<file path="src/rtl/noc_pkg.sv">
// Shared NoC definitions: flit width, default buffer depth and the link
// record used by both the sender and the receiver side of a credit link.
package noc_pkg;

    localparam int FLIT_W = 32;

    typedef logic [FLIT_W-1:0] flit_t;

    localparam int DEFAULT_BUF_DEPTH = 4;

    // One flit on the wire plus its valid qualifier.
    typedef struct packed {
        flit_t data;
        logic  valid;
    } flit_link_t;

    // Width needed to hold an occupancy value in the range 0..depth.
    function automatic int occupancy_width(input int depth);
        return $clog2(depth) + 1;
    endfunction

endpackage

</file>
<file path="src/rtl/noc_input_buffer_if.sv">
// Flit link seen from the router input port. The master side is the
// upstream sender plus the downstream consumer; the slave side is the
// input buffer itself.
interface noc_input_buffer_if #(
    parameter int FLIT_W = noc_pkg::FLIT_W
);
    import noc_pkg::*;

    logic [FLIT_W-1:0] flit_in;
    logic              flit_valid_in;
    logic [FLIT_W-1:0] flit_out;
    logic              flit_valid_out;
    logic              flit_pop;
    logic              credit_out;

    modport master (
        output flit_in,
        output flit_valid_in,
        output flit_pop,
        input  flit_out,
        input  flit_valid_out,
        input  credit_out
    );

    modport slave (
        input  flit_in,
        input  flit_valid_in,
        input  flit_pop,
        output flit_out,
        output flit_valid_out,
        output credit_out
    );

endinterface

</file>
<file path="src/rtl/noc_flit_fifo.sv">
// DEPTH-entry first-word-fall-through flit FIFO with occupancy counter.
// Owns the push-accept and effective-pop decisions so the wrapper can
// derive credits and overflow from them without re-deciding anything.
module noc_flit_fifo #(
    parameter int FLIT_W = noc_pkg::FLIT_W,
    parameter int DEPTH  = noc_pkg::DEFAULT_BUF_DEPTH,
    parameter int CNT_W  = $clog2(DEPTH) + 1
) (
    input  logic              clk,
    input  logic              rst,
    input  logic [FLIT_W-1:0] push_data,
    input  logic              push_valid,
    input  logic              pop_req,
    output logic [FLIT_W-1:0] head_data,
    output logic              head_valid,
    output logic [CNT_W-1:0]  count,
    output logic              pop_eff,
    output logic              push_reject
);
    import noc_pkg::*;

    localparam int               AW       = $clog2(DEPTH);
    localparam logic [CNT_W-1:0] FULL_CNT = CNT_W'(DEPTH);

    logic [FLIT_W-1:0] mem [DEPTH];
    logic [AW-1:0]     wr_ptr;
    logic [AW-1:0]     rd_ptr;
    logic              push_ok;

    // Accept/pop decisions. A pop on an empty FIFO does nothing, so a
    // same-cycle push into an empty FIFO cannot bypass to the consumer.
    // A push into a full FIFO is only taken when a real pop frees a slot.
    always_comb begin
        pop_eff     = pop_req && (count != '0);
        push_ok     = push_valid && ((count < FULL_CNT) || pop_eff);
        push_reject = push_valid && !push_ok;
    end

    // Flit storage; contents are never cleared, the pointers define validity.
    always_ff @(posedge clk) begin
        if (push_ok) begin
            mem[wr_ptr] <= push_data;
        end
    end

    // Pointers wrap naturally at AW bits; count tracks accepted minus popped.
    always_ff @(posedge clk) begin
        if (rst) begin
            wr_ptr <= '0;
            rd_ptr <= '0;
            count  <= '0;
        end else begin
            if (push_ok) begin
                wr_ptr <= wr_ptr + AW'(1);
            end
            if (pop_eff) begin
                rd_ptr <= rd_ptr + AW'(1);
            end
            case ({push_ok, pop_eff})
                2'b10:   count <= count + CNT_W'(1);
                2'b01:   count <= count - CNT_W'(1);
                default: count <= count;
            endcase
        end
    end

    assign head_data  = mem[rd_ptr];
    assign head_valid = (count != '0);

endmodule

</file>
<file path="src/rtl/noc_input_buffer.sv">
// Router input-port buffer for the credit-based NoC link. Stores incoming
// flits, presents the head flit downstream and returns one credit upstream
// per flit consumed, one cycle after the pop.
// Optional build macro OVF_CHECK_EN: adds the sticky overflow_err output
// and an assertion on every rejected push.
module noc_input_buffer #(
    parameter int FLIT_W = noc_pkg::FLIT_W,
    parameter int DEPTH  = noc_pkg::DEFAULT_BUF_DEPTH,
    parameter int CNT_W  = $clog2(DEPTH) + 1
) (
    input  logic             clk,
    input  logic             rst,
    noc_input_buffer_if.slave bus,
    output logic [CNT_W-1:0] count
`ifdef OVF_CHECK_EN
    ,
    output logic             overflow_err
`endif
);
    import noc_pkg::*;

    logic [FLIT_W-1:0] head_data;
    logic              head_valid;
    logic              pop_eff;
    logic              push_reject;
    logic              credit_p1;

    noc_flit_fifo #(
        .FLIT_W (FLIT_W),
        .DEPTH  (DEPTH),
        .CNT_W  (CNT_W)
    ) u_fifo (
        .clk         (clk),
        .rst         (rst),
        .push_data   (bus.flit_in),
        .push_valid  (bus.flit_valid_in),
        .pop_req     (bus.flit_pop),
        .head_data   (head_data),
        .head_valid  (head_valid),
        .count       (count),
        .pop_eff     (pop_eff),
        .push_reject (push_reject)
    );

    assign bus.flit_out       = head_data;
    assign bus.flit_valid_out = head_valid;

    // Credit return: registered copy of the effective pop. Reset drops any
    // pending credit because the sender reloads its full allowance anyway.
    always_ff @(posedge clk) begin
        if (rst) begin
            credit_p1 <= 1'b0;
        end else begin
            credit_p1 <= pop_eff;
        end
    end

    assign bus.credit_out = credit_p1;

`ifdef OVF_CHECK_EN
    // Sticky overflow: set the cycle after any rejected push, held until reset.
    always_ff @(posedge clk) begin
        if (rst) begin
            overflow_err <= 1'b0;
        end else if (push_reject) begin
            overflow_err <= 1'b1;
        end
    end

    // A rejected push means the sender violated its credit count.
    a_no_rejected_push: assert property (@(posedge clk) disable iff (rst) !push_reject);
`else
    // Rejected pushes are dropped silently in this build.
    logic unused_push_reject;
    assign unused_push_reject = push_reject;
`endif

endmodule

</file>
<file path="src/flat_wrapper.sv">
// flat-port wrapper written by rule: the top's interface ports become plain ports
module noc_input_buffer_flat import noc_pkg::*;
#(
    parameter int FLIT_W = noc_pkg::FLIT_W,
    parameter int DEPTH  = noc_pkg::DEFAULT_BUF_DEPTH,
    parameter int CNT_W  = $clog2(DEPTH) + 1
)
  (clk, rst, count, bus_flit_in, bus_flit_valid_in, bus_flit_pop, bus_flit_out, bus_flit_valid_out, bus_credit_out);
  noc_input_buffer_if #(.FLIT_W(FLIT_W)) bus_i ();
  input  logic clk;
  input  logic rst;
  output logic [CNT_W-1:0] count;
  input wire logic [$bits(bus_i.flit_in)-1:0] bus_flit_in;
  input wire logic [$bits(bus_i.flit_valid_in)-1:0] bus_flit_valid_in;
  input wire logic [$bits(bus_i.flit_pop)-1:0] bus_flit_pop;
  output wire logic [$bits(bus_i.flit_out)-1:0] bus_flit_out;
  output wire logic [$bits(bus_i.flit_valid_out)-1:0] bus_flit_valid_out;
  output wire logic [$bits(bus_i.credit_out)-1:0] bus_credit_out;
  assign bus_i.flit_in = bus_flit_in;
  assign bus_i.flit_valid_in = bus_flit_valid_in;
  assign bus_i.flit_pop = bus_flit_pop;
  assign bus_flit_out = bus_i.flit_out;
  assign bus_flit_valid_out = bus_i.flit_valid_out;
  assign bus_credit_out = bus_i.credit_out;
  noc_input_buffer #(.FLIT_W(FLIT_W), .DEPTH(DEPTH), .CNT_W(CNT_W)) u_core (.clk(clk), .rst(rst), .bus(bus_i), .count(count));
endmodule
</file>
<file path="config.mk">
export PLATFORM = sky130hd
export DESIGN_NAME = noc_input_buffer_flat
export DESIGN_NICKNAME = d
export VERILOG_FILES = /design/src/rtl/noc_pkg.sv /design/src/rtl/noc_input_buffer_if.sv /design/src/rtl/noc_flit_fifo.sv /design/src/rtl/noc_input_buffer.sv /design/src/flat_wrapper.sv
export SDC_FILE = /design/constraint.sdc
export NUM_CORES = 1
export LEC_CHECK = 0
export CORE_MARGIN = 3
export CORE_UTILIZATION = 49
export CTS_CLUSTER_DIAMETER = 50
export CTS_CLUSTER_SIZE = 25
export DETAILED_ROUTE_END_ITERATION = 10
export GPL_ROUTABILITY_DRIVEN = 0
export PLACE_DENSITY_LB_ADDON = 0.15
export REMOVE_ABC_BUFFERS = 1
export SKIP_CTS_REPAIR_TIMING = 1
export SYNTH_ARGS = -nofsm -noshare
export SYNTH_HDL_FRONTEND = slang
export SYNTH_SLANG_ARGS = --single-unit
</file>
<file path="constraint.sdc">
create_clock -name clk -period 2 [get_ports clk]
set_input_delay 0.6 -clock clk [delete_from_list [all_inputs] [get_ports clk]]
set_output_delay 0.6 -clock clk [all_outputs]
set_load 0.02 [all_outputs]
</file>
**After elaboration in Yosys (flattened, before gate mapping)**

Memories as Yosys holds them, arrays and structs flattened. A register that Yosys moved wholly into a read port is not among the register bits.
Cells that the tools add are included.

- Flip-flop bits (word level): 8
- Output and inout bits: 37
- Word-level logic and storage cells: 22
- Input bits: 36
- Bits in writable memories: 128
- Memories: 1

- Reduce and logical (&&, ||, !) cells: 5
- $add $sub $neg: 4
- Eq/ne operators: 2
- Magnitude comparators: 1
- Mux-type cells: 5

Memories:

| name | depth | width | rd ports | clocked after memory_dff | write ports | line | RTL |
|---|---|---|---|---|---|---|---|
| u_core.u_fifo.mem | 4 | 32 | 1 | 1 | 1 | noc_flit_fifo.sv:25 | `logic [FLIT_W-1:0] mem [DEPTH];` |

Operators with widths:

| cell | count |
|---|---|
| 3-bit one-hot mux with 2 select lines | 1 |
| 2-bit by 1-bit adder with 2-bit output (second input constant) | 2 |
| 2-bit 2-to-1 mux | 2 |
| 3-bit by 1-bit adder with 3-bit output (second input constant) | 1 |
| 3-bit less-than comparator (second input constant) | 1 |
| 3-bit nonzero test | 1 |
| 3-bit by 1-bit subtractor with 3-bit output (second input constant) | 1 |
| 2-bit by 1-bit == test with 1-bit output (second input constant) | 1 |
| 2-bit == test (second input constant) | 1 |
| 1-bit logical AND | 2 |
| 1-bit 2-to-1 mux | 2 |
| 2-bit nonzero test | 1 |
| 1-bit logical OR | 1 |

**Longest topological paths before layout**

- Word-level depth: 6
- Gate-level depth with buffers: 9
- Mapped depth without buffers: 9

**Hierarchy**

Synthesis repeated with hierarchy kept, for this count alone.

- Cells, all modules: 222
- Area total of the unflattened synthesis: 5158.7 um^2

By module, submodules not included:

| module | instances | cells each | sequential area each (um^2) | area an instance (um^2) |
|---|---|---|---|---|
| noc_flit_fifo | 1 | 220 | 4023.9 | 5124.9 |
| noc_input_buffer | 1 | 2 | 20.0 | 33.8 |

**Worst setup path before layout**

OpenSTA, ideal clock, no wires.

- Kind: input to register
- Start point: in bus_flit_pop
- End point: reg u_core.u_fifo.count[2]
- Cell stages on the path: 9
- Buffers on the path: 0
- Setup time: 0.070 ns
- Data required time: 1.930 ns
- Setup slack: -0.138 ns
- Arrival time: 2.068 ns
- Cells stage by stage: nor2b_1 -> nor2_1 -> inv_1 -> ha_1 -> inv_1 -> fa_1 -> xor2_1 -> or3_1 -> a21oi_1

- Longest elaborated chain between the ends: 5
- Elaborated cells on any way between the ends: 7
- Those cells by class: eq/ne: 2; mux: 1; reduce/logical: 4

Ends and longest elaborated chain:

| what | line | RTL |
|---|---|---|
| start: declaration | flat_wrapper.sv:15 | `input wire logic [$bits(bus_i.flit_pop)-1:0] bus_flit_pop;` |
| 1-bit logical AND * | noc_flit_fifo.sv:34 | `pop_eff = pop_req && (count != '0);` |
| 1-bit logical OR | noc_flit_fifo.sv:35 | `push_ok = push_valid && ((count < FULL_CNT) \|\| pop_eff);` |
| 1-bit logical AND | noc_flit_fifo.sv:35 |  |
| 2-bit by 1-bit == test with 1-bit output or 2-bit == test (tied branches) | noc_flit_fifo.sv:59 | `case ({push_ok, pop_eff})` |
| 3-bit one-hot mux with 2 select lines or 2-bit nonzero test (tied branches) | n/a |  |
| end signal: assignment | noc_flit_fifo.sv:60 | `2'b10: count <= count + CNT_W'(1);` |
| end signal: assignment | noc_flit_fifo.sv:61 | `2'b01: count <= count - CNT_W'(1);` |
| end signal: assignment | noc_flit_fifo.sv:62 | `default: count <= count;` |
| end: declaration | noc_flit_fifo.sv:16 | `output logic [CNT_W-1:0] count,` |

Mark *: on every way between the ends. The rest lies on a longest branch, timed or not.
A chain may end at the register's enable or synchronous reset.

==> metrics <==
Setup WS post-layout=-0.418 ns; CTS tree=yes; Setup crit end kind=primary output; Worst-Margin Slew=0.440 ns; Worst Hold End=u_core.u_fifo.wr_ptr[1]; placed insts=442; Hold Violations, Final=0; initial DRC count=86; Worst Hold Class=in -> reg; Fillers=647; number of library cell types mapped by synthesis=21; register area share after synthesis=78.5%; P_leak=2.46 nW; detailed placement HPWL=5.47 mm; ant diodes=0; Routed WL per cell=18.7 um; DR vias=2504; port bufs=72; Clock Path Buffers=2; Startpoint Class=flop; worst slack, placed=-0.617 ns; final non-filler cell total=477; top cells by area, synth=edfxtp_1 (75%), mux4_2 (13%), dfxtp_1 (3.9%); total power=9.20 mW; Avg Cell Area, Syn=23.2 sq um; unrepaired setup endpoints after global routing=yes; FF+latch count, synth=138; Required @ worst endpoint=1.40 ns; VDD IR max=0.874 mV; max-slew violations=0; synthesized cell area=5150 sq um; total negative slack=-12.35 ns; min cycle time layout=2.42 ns; clk_skew=0.00459 ns; HP Start=bus_flit_valid_in; Slew HR=70.3%; pin count of the biggest net entering global routing=23; synthesis-to-finish area growth=35.0%; Worst Hold Path Cells=3; antenna violations before repair=0; share of cells above drive strength 1=38.7%; Clk Latency, worst-skew pair=0.50 ns; layout net count=375; wire length of the first global-routing pass=13.8 mm; fin crit share=121%; Die Y=109 um; Reg-to-Reg Start=u_core.u_fifo.count[2]; failing checks=setup timing; Reg2Reg Depth=9; Core Box Area=10000 sq um; biggest area consumer among synthesized cells=edfxtp_1; r2r setup slk=0.09 ns; Syn. warnings=0; PwrDens=1320 nW/um^2; clk sinks=138; status=finished with violations; max cap viols=0; row count=36; number of global-route vias before repair=2605; global route overflow=0; share of the synthesized area in the top cell type=74.6%; DR pass1 iterations=4; Max Fclk=414 MHz; final setup vio count=32; GRT Total Usage=16.2%; clock root cell=clkbuf_8; DR vias/cell=5.25; H-Tree Depth=4; Final ANT Viol Nets=0; Critical Path AT=1.82 ns; Mapped Cells=222; die area=11800 sq um; DRC viols=0; Die Wd=109 um; TritonCTS Buffers=17; IO Pins=73; initial core utilization=51.5%; WL final=8.91 mm; CP max FO=8; Crit Path Class=reg -> out; CTS clk-pin slew, worst paths=0.06 ns; reg2reg end=u_core.u_fifo.count[2]
worst max-delay path, stage by stage (launching register included):
cell,delay [ns]
dfxtp_4,0.45
buf_12,0.17
mux4_2,0.54
buf_6,0.16
kinds of logic after synthesis:
| logic type | after synthesis | synth area share (%) |
|---|---|---|
| flops | 138 | 78.5 |
| mux | 32 | 14.1 |
| simple gates | 17 | 1.70 |
| buf+inv | 16 | 2.33 |
| compound gates | 9 | 1.09 |
| fa+ha+maj | 6 | 1.60 |
| xor+xnor | 4 | 0.680 |
power by group:
part | switching (mW) | internal [mW]
registers | 0.131 | 3.41
clock network | 1.08 | 2.01
logic | 1.15 | 1.43
flip-flops by register name (all words and copies together) (netlist names), named ones only:
name                   count
u_core.bus.credit_out      1
u_core.u_fifo.rd_ptr       2
u_core.u_fifo.count        3
u_core.u_fifo.mem        128
u_core.u_fifo.wr_ptr       2
worst max-delay path by stage:
stage / startpoint / to / depth (start not counted)
after floorplan: flop / bus_flit_out[10] / 1
after global placement: bus_flit_pop / u_core.u_fifo.count[2] / 10
after detailed placement: bus_flit_pop / u_core.u_fifo.count[2] / 10
after CTS: flop / bus_flit_out[19] / 3
after global routing: flop / bus_flit_out[4] / 3
final: flop / bus_flit_out[4] / 3
stage by stage:
step | util (%) | area, sq um | hold slack [ns]
floorplan | - | 5060 | 0.481
global placement | 62.3 | 6230 | 0.503
detailed placement | 62.3 | 6230 | 0.518
CTS | 68.2 | 6820 | 0.538
global route | 69.6 | 6960 | 0.417
finish | 69.6 | 6960 | 0.422
cell usage after synthesis:
cell        n
o21ai_0     3
o31ai_2     1
dfxtp_1    10
ha_1        5
buf_2       3
and2_1      4
nand3b_1    1
buf_6       1
nor2_1      8
a21oi_1     4
o311ai_0    1
edfxtp_1  128
mux4_2     30
fa_1        1
mux4_1      2
xor2_1      4
or3_1       3
clkbuf_1    1
nor2b_1     1
buf_12      3
inv_1       8
final cells by class:
type                       count  area (sq um)  area share, %
sequential                   138          4060           58.3
clock buffer                  18           418           6.01
clock inverter                12           175           2.52
timing repair buffer         100          1110           16.0
tap                          133           166           2.39
inverter                       8          30.0          0.431
multi-input combinational     68          1000           14.4
placed cells by master, fill, tap and decap left out, drive strengths merged, types with 2 or more instances in the layout:
| cell | n |
|---|---|
| clkbuf | 23 |
| or3 | 3 |
| clkinvlp | 2 |
| clkinv | 5 |
| inv | 9 |
| mux4 | 32 |
| dfxtp | 10 |
| a21oi | 4 |
| edfxtp | 128 |
| nor2 | 8 |
| and2 | 4 |
| xor2 | 4 |
| buf | 56 |
| o21ai | 3 |
| clkdlybuf4s50 | 33 |
| ha | 5 |
| dlymetal6s2s | 6 |
| bufinv | 4 |
layer usage:
metal	vias up	wire, um	GRT usage [%]	share of wire [%]
met5	-	0	0	0
met4	0	82	7.03	0.92
li1	1139	-	-	-
met3	8	349	4.78	3.9
met1	1301	3900	20.7	44
met2	56	4570	26.0	51
Power figures use the tool's default switching activity.
